### config.mk
export PLATFORM = sky130hd
export DESIGN_NAME = rr_arbiter8_flat
export DESIGN_NICKNAME = d
export VERILOG_FILES = /design/src/rtl/rr_arbiter8_if.sv /design/src/rtl/rr_arbiter8.sv /design/src/flat_wrapper.sv
export SDC_FILE = /design/constraint.sdc
export NUM_CORES = 1
export LEC_CHECK = 0
export CAP_MARGIN = 20
export CORE_ASPECT_RATIO = 1.25
export CORE_UTILIZATION = 59
export CTS_CLUSTER_DIAMETER = 100
export DETAILED_ROUTE_END_ITERATION = 12
export HOLD_SLACK_MARGIN = 0.05
export PLACE_DENSITY = 0.84
export SLEW_MARGIN = 15
export SYNTH_ARGS = -nofsm -noshare
export SYNTH_HDL_FRONTEND = slang
export SYNTH_SLANG_ARGS = --single-unit
### constraint.sdc
create_clock -name clk -period 3.7 [get_ports clk]
set_input_delay 0.555 -clock clk [delete_from_list [all_inputs] [get_ports clk]]
set_output_delay 0.555 -clock clk [all_outputs]
set_load 0.05 [all_outputs]
### src/rtl/rr_arbiter8_if.sv
// rtl/rr_arbiter8_if.sv - request/grant bundle between requesters and rr_arbiter8
interface rr_arbiter8_if;
  logic [7:0] req;
  logic       done;
  logic [2:0] grant_idx;
  logic       grant_en;
  logic       timeout_flag;

  // master: requester side; slave: arbiter side
  modport master (
    output req,
    output done,
    input  grant_idx,
    input  grant_en,
    input  timeout_flag
  );

  modport slave (
    input  req,
    input  done,
    output grant_idx,
    output grant_en,
    output timeout_flag
  );
endinterface

### src/rtl/rr_arbiter8.sv
// rtl/rr_arbiter8.sv - eight-way round-robin arbiter with hold timeout and one-cycle gap
module rr_arbiter8 #(
  parameter int unsigned TIMEOUT = 16
) (
  input  logic          clk,
  input  logic          rst,
  rr_arbiter8_if.slave  bus
);

  typedef enum logic [1:0] {
    IDLE  = 2'd0,
    GRANT = 2'd1,
    GAP   = 2'd2
  } state_t;

  localparam bit          TO_EN   = (TIMEOUT != 0);
  localparam logic [15:0] TO_LAST = 16'(TIMEOUT - 1);

  state_t      state, state_nx;
  logic [2:0]  ptr, ptr_nx;
  logic [2:0]  idx, idx_nx;
  logic        en, en_nx;
  logic        flag, flag_nx;
  logic [15:0] cnt, cnt_nx;

  logic        win_vld;
  logic [2:0]  win_idx;
  logic        own_req;
  logic        to_hit;
  logic        rel;

  // Descending scan so the candidate closest to ptr is assigned last and wins.
  always_comb begin
    win_vld = 1'b0;
    win_idx = ptr;
    for (int k = 7; k >= 0; k--) begin
      if (bus.req[ptr + 3'(k)]) begin
        win_vld = 1'b1;
        win_idx = ptr + 3'(k);
      end
    end
  end

  assign own_req = bus.req[idx];
  assign to_hit  = TO_EN && (cnt == TO_LAST);
  assign rel     = bus.done || !own_req || to_hit;

  always_comb begin
    state_nx = state;
    ptr_nx   = ptr;
    idx_nx   = idx;
    en_nx    = en;
    flag_nx  = 1'b0;
    cnt_nx   = cnt;

    case (state)
      IDLE, GAP: begin
        if (win_vld) begin
          idx_nx   = win_idx;
          en_nx    = 1'b1;
          cnt_nx   = 16'd0;
          state_nx = GRANT;
        end else begin
          en_nx    = 1'b0;
          state_nx = IDLE;
        end
      end
      GRANT: begin
        // Saturate so a disabled timeout can never alias to a match.
        cnt_nx = (cnt == 16'hFFFF) ? cnt : cnt + 16'd1;
        if (rel) begin
          en_nx    = 1'b0;
          ptr_nx   = idx + 3'd1;
          flag_nx  = to_hit && !bus.done && own_req;
          state_nx = GAP;
        end
      end
      default: begin
        en_nx    = 1'b0;
        state_nx = IDLE;
      end
    endcase
  end

  always_ff @(posedge clk or posedge rst) begin
    if (rst) begin
      state <= IDLE;
      ptr   <= 3'd0;
      idx   <= 3'd0;
      en    <= 1'b0;
      flag  <= 1'b0;
      cnt   <= 16'd0;
    end else begin
      state <= state_nx;
      ptr   <= ptr_nx;
      idx   <= idx_nx;
      en    <= en_nx;
      flag  <= flag_nx;
      cnt   <= cnt_nx;
    end
  end

  assign bus.grant_idx    = idx;
  assign bus.grant_en     = en;
  assign bus.timeout_flag = flag;

endmodule

### src/flat_wrapper.sv
// flat-port wrapper written by rule: the top's interface ports become plain ports
module rr_arbiter8_flat 
#(
  parameter int unsigned TIMEOUT = 16
)
  (clk, rst, bus_req, bus_done, bus_grant_idx, bus_grant_en, bus_timeout_flag);
  rr_arbiter8_if bus_i ();
  input  logic clk;
  input  logic rst;
  input wire logic [$bits(bus_i.req)-1:0] bus_req;
  input wire logic [$bits(bus_i.done)-1:0] bus_done;
  output wire logic [$bits(bus_i.grant_idx)-1:0] bus_grant_idx;
  output wire logic [$bits(bus_i.grant_en)-1:0] bus_grant_en;
  output wire logic [$bits(bus_i.timeout_flag)-1:0] bus_timeout_flag;
  assign bus_i.req = bus_req;
  assign bus_i.done = bus_done;
  assign bus_grant_idx = bus_i.grant_idx;
  assign bus_grant_en = bus_i.grant_en;
  assign bus_timeout_flag = bus_i.timeout_flag;
  rr_arbiter8 #(.TIMEOUT(TIMEOUT)) u_core (.clk(clk), .rst(rst), .bus(bus_i));
endmodule
==> results.yml <==
logic_synthesis:
  async_flop_share: 1.00
  ys_warn_count: 0
  synth.area.top_cells: "dfrtp_1 29%, mux4_2 6.9%, mux4_1 4.6%"
  synth_seq_cells: 26
  synth_nets: 260
  yosys.area.top_type: "dfrtp_1"
  syn_area_um2: 2280
  synth_edf_count: 0
  ys_types: 58
  synth_top_area_share: 0.285
  synthFlopType: "dfrtp_1"
  syn_area_per_cell_um2: 9.32
  ys_seq_area_frac: 0.285
  netlist_instances: 245
worst_setup_path:
  reg2regPathDepth: 8
  r2r_slack_ns: 0.47
  cp-endpoint: "u_core.bus.grant_idx[1]$_DFFE_PP0P_"
  path_cells: "clkinv_1 -> ha_1 -> mux2_2 -> mux4_2 -> nor4_2 -> a41oi_2 -> or3b_2 -> o211ai_2"
  crit_family: "multiplexers"
  worstPathArrival_ns: 3.39
  crit_required_ns: 3.86
  crit_slowest_cell: "ha_1"
  end_kind: "flip-flop"
  critPathBufInv: 1
  cp-start-kind: "flip-flop"
  reg2reg_from: "u_core.ptr[1]$_DFFE_PP0P_"
  cp_num_cells: 8
  path_max_fanout: 12
  cp-startpoint: "u_core.ptr[1]$_DFFE_PP0P_"
  r2r_end: "u_core.bus.grant_idx[1]$_DFFE_PP0P_"
  crit_type: "reg2reg"
  max_stage_delay_ns: 0.58
clock_network:
  root_buffer: "clkbuf_8"
  htree_num_levels: 1
  cts.sinks: 26
  clkTransAtPathRegs_ns: 0.09
  insertion_delay_ns: 0.28
  cts_buffer_depth: 2
  cts_resized: 0
  cts_made_buffers: 3
  cts_tree: "yes"
  cts_setup_buffers: 0
  ctsHoldBuffers: 0
sta:
  relSlewSlack: 0.341
  max_freq_mhz: 309
  rsz0062_at_grt: "no"
  skew_ns: 0.00954
  setup_tns_ns: 0
  drv_slew: 0
  setup_violations: 0
  hold_viol: 0
  final.period_utilization: 0.873
  fin_crit_ns: 3.23
  worst_pin_slew_ns: 0.964
finish:
  antennaDiodeCount: 0
  finalNetCount: 274
  mostFrequentLayoutCell: "dfrtp_1"
  layout-drive-gt1-share: 0.124
  fill_cells: 273
  most-common-layout-cells: "26 x dfrtp_1, 24 x nor2_1, 20 x nand2_1"
  syn_to_final_growth_pct: 11.5
routing:
  ant_nets: 0
  drtIter0Drc: 122
  vias: 2087
  wire_per_inst_um: 18.3
  viasPerCell: 7.03
  wl_mm: 5.44
  drt-pass1-iter-count: 8
  drc: 1
floorplanning:
  die_h_um: 71.5
  placementRows: 24
  ios: 16
  core_um2: 3600
  die_area_um2: 4120
  start_util: 0.633
  die_w_um: 57.6
pwr:
  seqPwrFrac: 0.184
  p_total_uw: 2260
  combPwrFrac: 0.712
  p_switching_uw: 1100
  p_sw_frac: 0.488
  p_int_uw: 1150
  clkPwrFrac: 0.105
  p_leak_uw: 0.00106
  vdd_ir_drop_max_v: 0.000716
  powerDensity_nw_per_um2: 887
place:
  dp_hpwl_mm: 4.00
  port_buffers: 15
  gp_congestion: 0.933
global_routing:
  grt_pass1_wl_mm: 8.89
  grt_pass1_vias: 1893
  grt.total_usage: 0.284
  grt_overflow_total: 0
  antenna_found_initial: 0
  grt_max_degree: 27
status:
  status: "finished, violations left"
  violations: "design-rule violations"
job:
  cap_violations: 0
hold_path:
  hold_class: "in2async"
## cells in the mapped netlist (all sizes together), types with 2 or more instances
cell type / count
a211oi: 3
a21o: 2
a21oi: 9
a32oi: 2
a41oi: 2
and2: 3
and3: 5
and4: 2
buf: 5
clkbuf: 6
dfrtp: 26
ha: 4
inv: 11
mux2: 10
mux2i: 9
mux4: 11
nand2: 20
nand2b: 6
nand3: 15
nand4: 5
nor2: 24
nor2b: 3
nor3: 4
nor3b: 2
nor4: 5
o211ai: 3
o21ai: 8
o41ai: 3
or3: 2
xnor2: 6
xor2: 9
## worst min-delay path by stage
stage / from / slack, ns / endpoint / cells after the start
3_5_place_dp: u_core.bus.grant_en$_DFFE_PP0P_ / 0.49 / u_core.bus.grant_en$_DFFE_PP0P_ / 2
2_1_floorplan: u_core.cnt[0]$_DFFE_PP0P_ / 0.50 / u_core.cnt[0]$_DFFE_PP0P_ / 1
4_1_cts: u_core.bus.grant_en$_DFFE_PP0P_ / 0.55 / u_core.bus.grant_en$_DFFE_PP0P_ / 2
6_report: rst / 0.51 / u_core.cnt[10]$_DFFE_PP0P_ / 2
5_1_grt: rst / 0.52 / u_core.ptr[2]$_DFFE_PP0P_ / 2
3_3_place_gp: u_core.bus.grant_en$_DFFE_PP0P_ / 0.50 / u_core.bus.grant_en$_DFFE_PP0P_ / 2
## per-layer routing
layer / global-route usage / up-vias / wire length [µm]
met5: 0 / - / 0
met2: 0.474 / 89 / 2680
met3: 0.0487 / 25 / 273
li1: - / 958 / -
met4: 0.160 / 0 / 294
met1: 0.344 / 1015 / 2190
## flip-flops by register name, summed over array words and instances, names as in the netlist
| name | flops |
|---|---|
| u_core.ptr | 3 |
| u_core.bus.timeout_flag | 1 |
| u_core.cnt | 16 |
| u_core.bus.grant_en | 1 |
| u_core.bus.grant_idx | 3 |
| u_core.state | 2 |
## cell families (layout without fill, tap and decap cells)
family	Yosys count	in the layout	share of synthesized area
multiplexers	30	30	0.206
AND/OR/NAND/NOR	100	100	0.228
buffers and inverters	23	36	0.0488
AO/OA/AOI/OAI	47	47	0.154
flip-flops	26	26	0.285
XOR/XNOR	15	15	0.0576
adder cells (fa/ha/maj)	4	4	0.0219
## power groups by stage
stage	Clock [µW]	Combinational (µW)	Sequential [µW]
floorplan	0	1180	481
global placement	0	1550	419
detailed placement	0	1570	417
CTS	238	1580	415
global route	250	1740	421
finish	236	1610	415
## through the flow
stage                     hold slack (ns)  worst slack (ns)  instances   util  cell area, µm²
final                               0.512             0.469        297  0.706            2540
after global routing                0.520             0.282        297  0.706            2540
after CTS                           0.545             0.476        296  0.698            2520
after detailed placement            0.492             0.521        292  0.678            2440
after global placement              0.501             0.582        292  0.678            2440
after floorplan                     0.498             0.467        245      -            2280
## layout make-up
| class | count | area [µm²] | area share |
|---|---|---|---|
| tap | 39 | 48.8 | 0.0192 |
| clock buffer | 3 | 41.3 | 0.0162 |
| clock inverter | 1 | 30.0 | 0.0118 |
| inverter | 12 | 45.0 | 0.0177 |
| multi-input combinational | 196 | 1520 | 0.598 |
| sequential | 26 | 651 | 0.256 |
| timing repair buffer | 20 | 208 | 0.0817 |
Note: power is estimated with default switching activity, not from simulation.
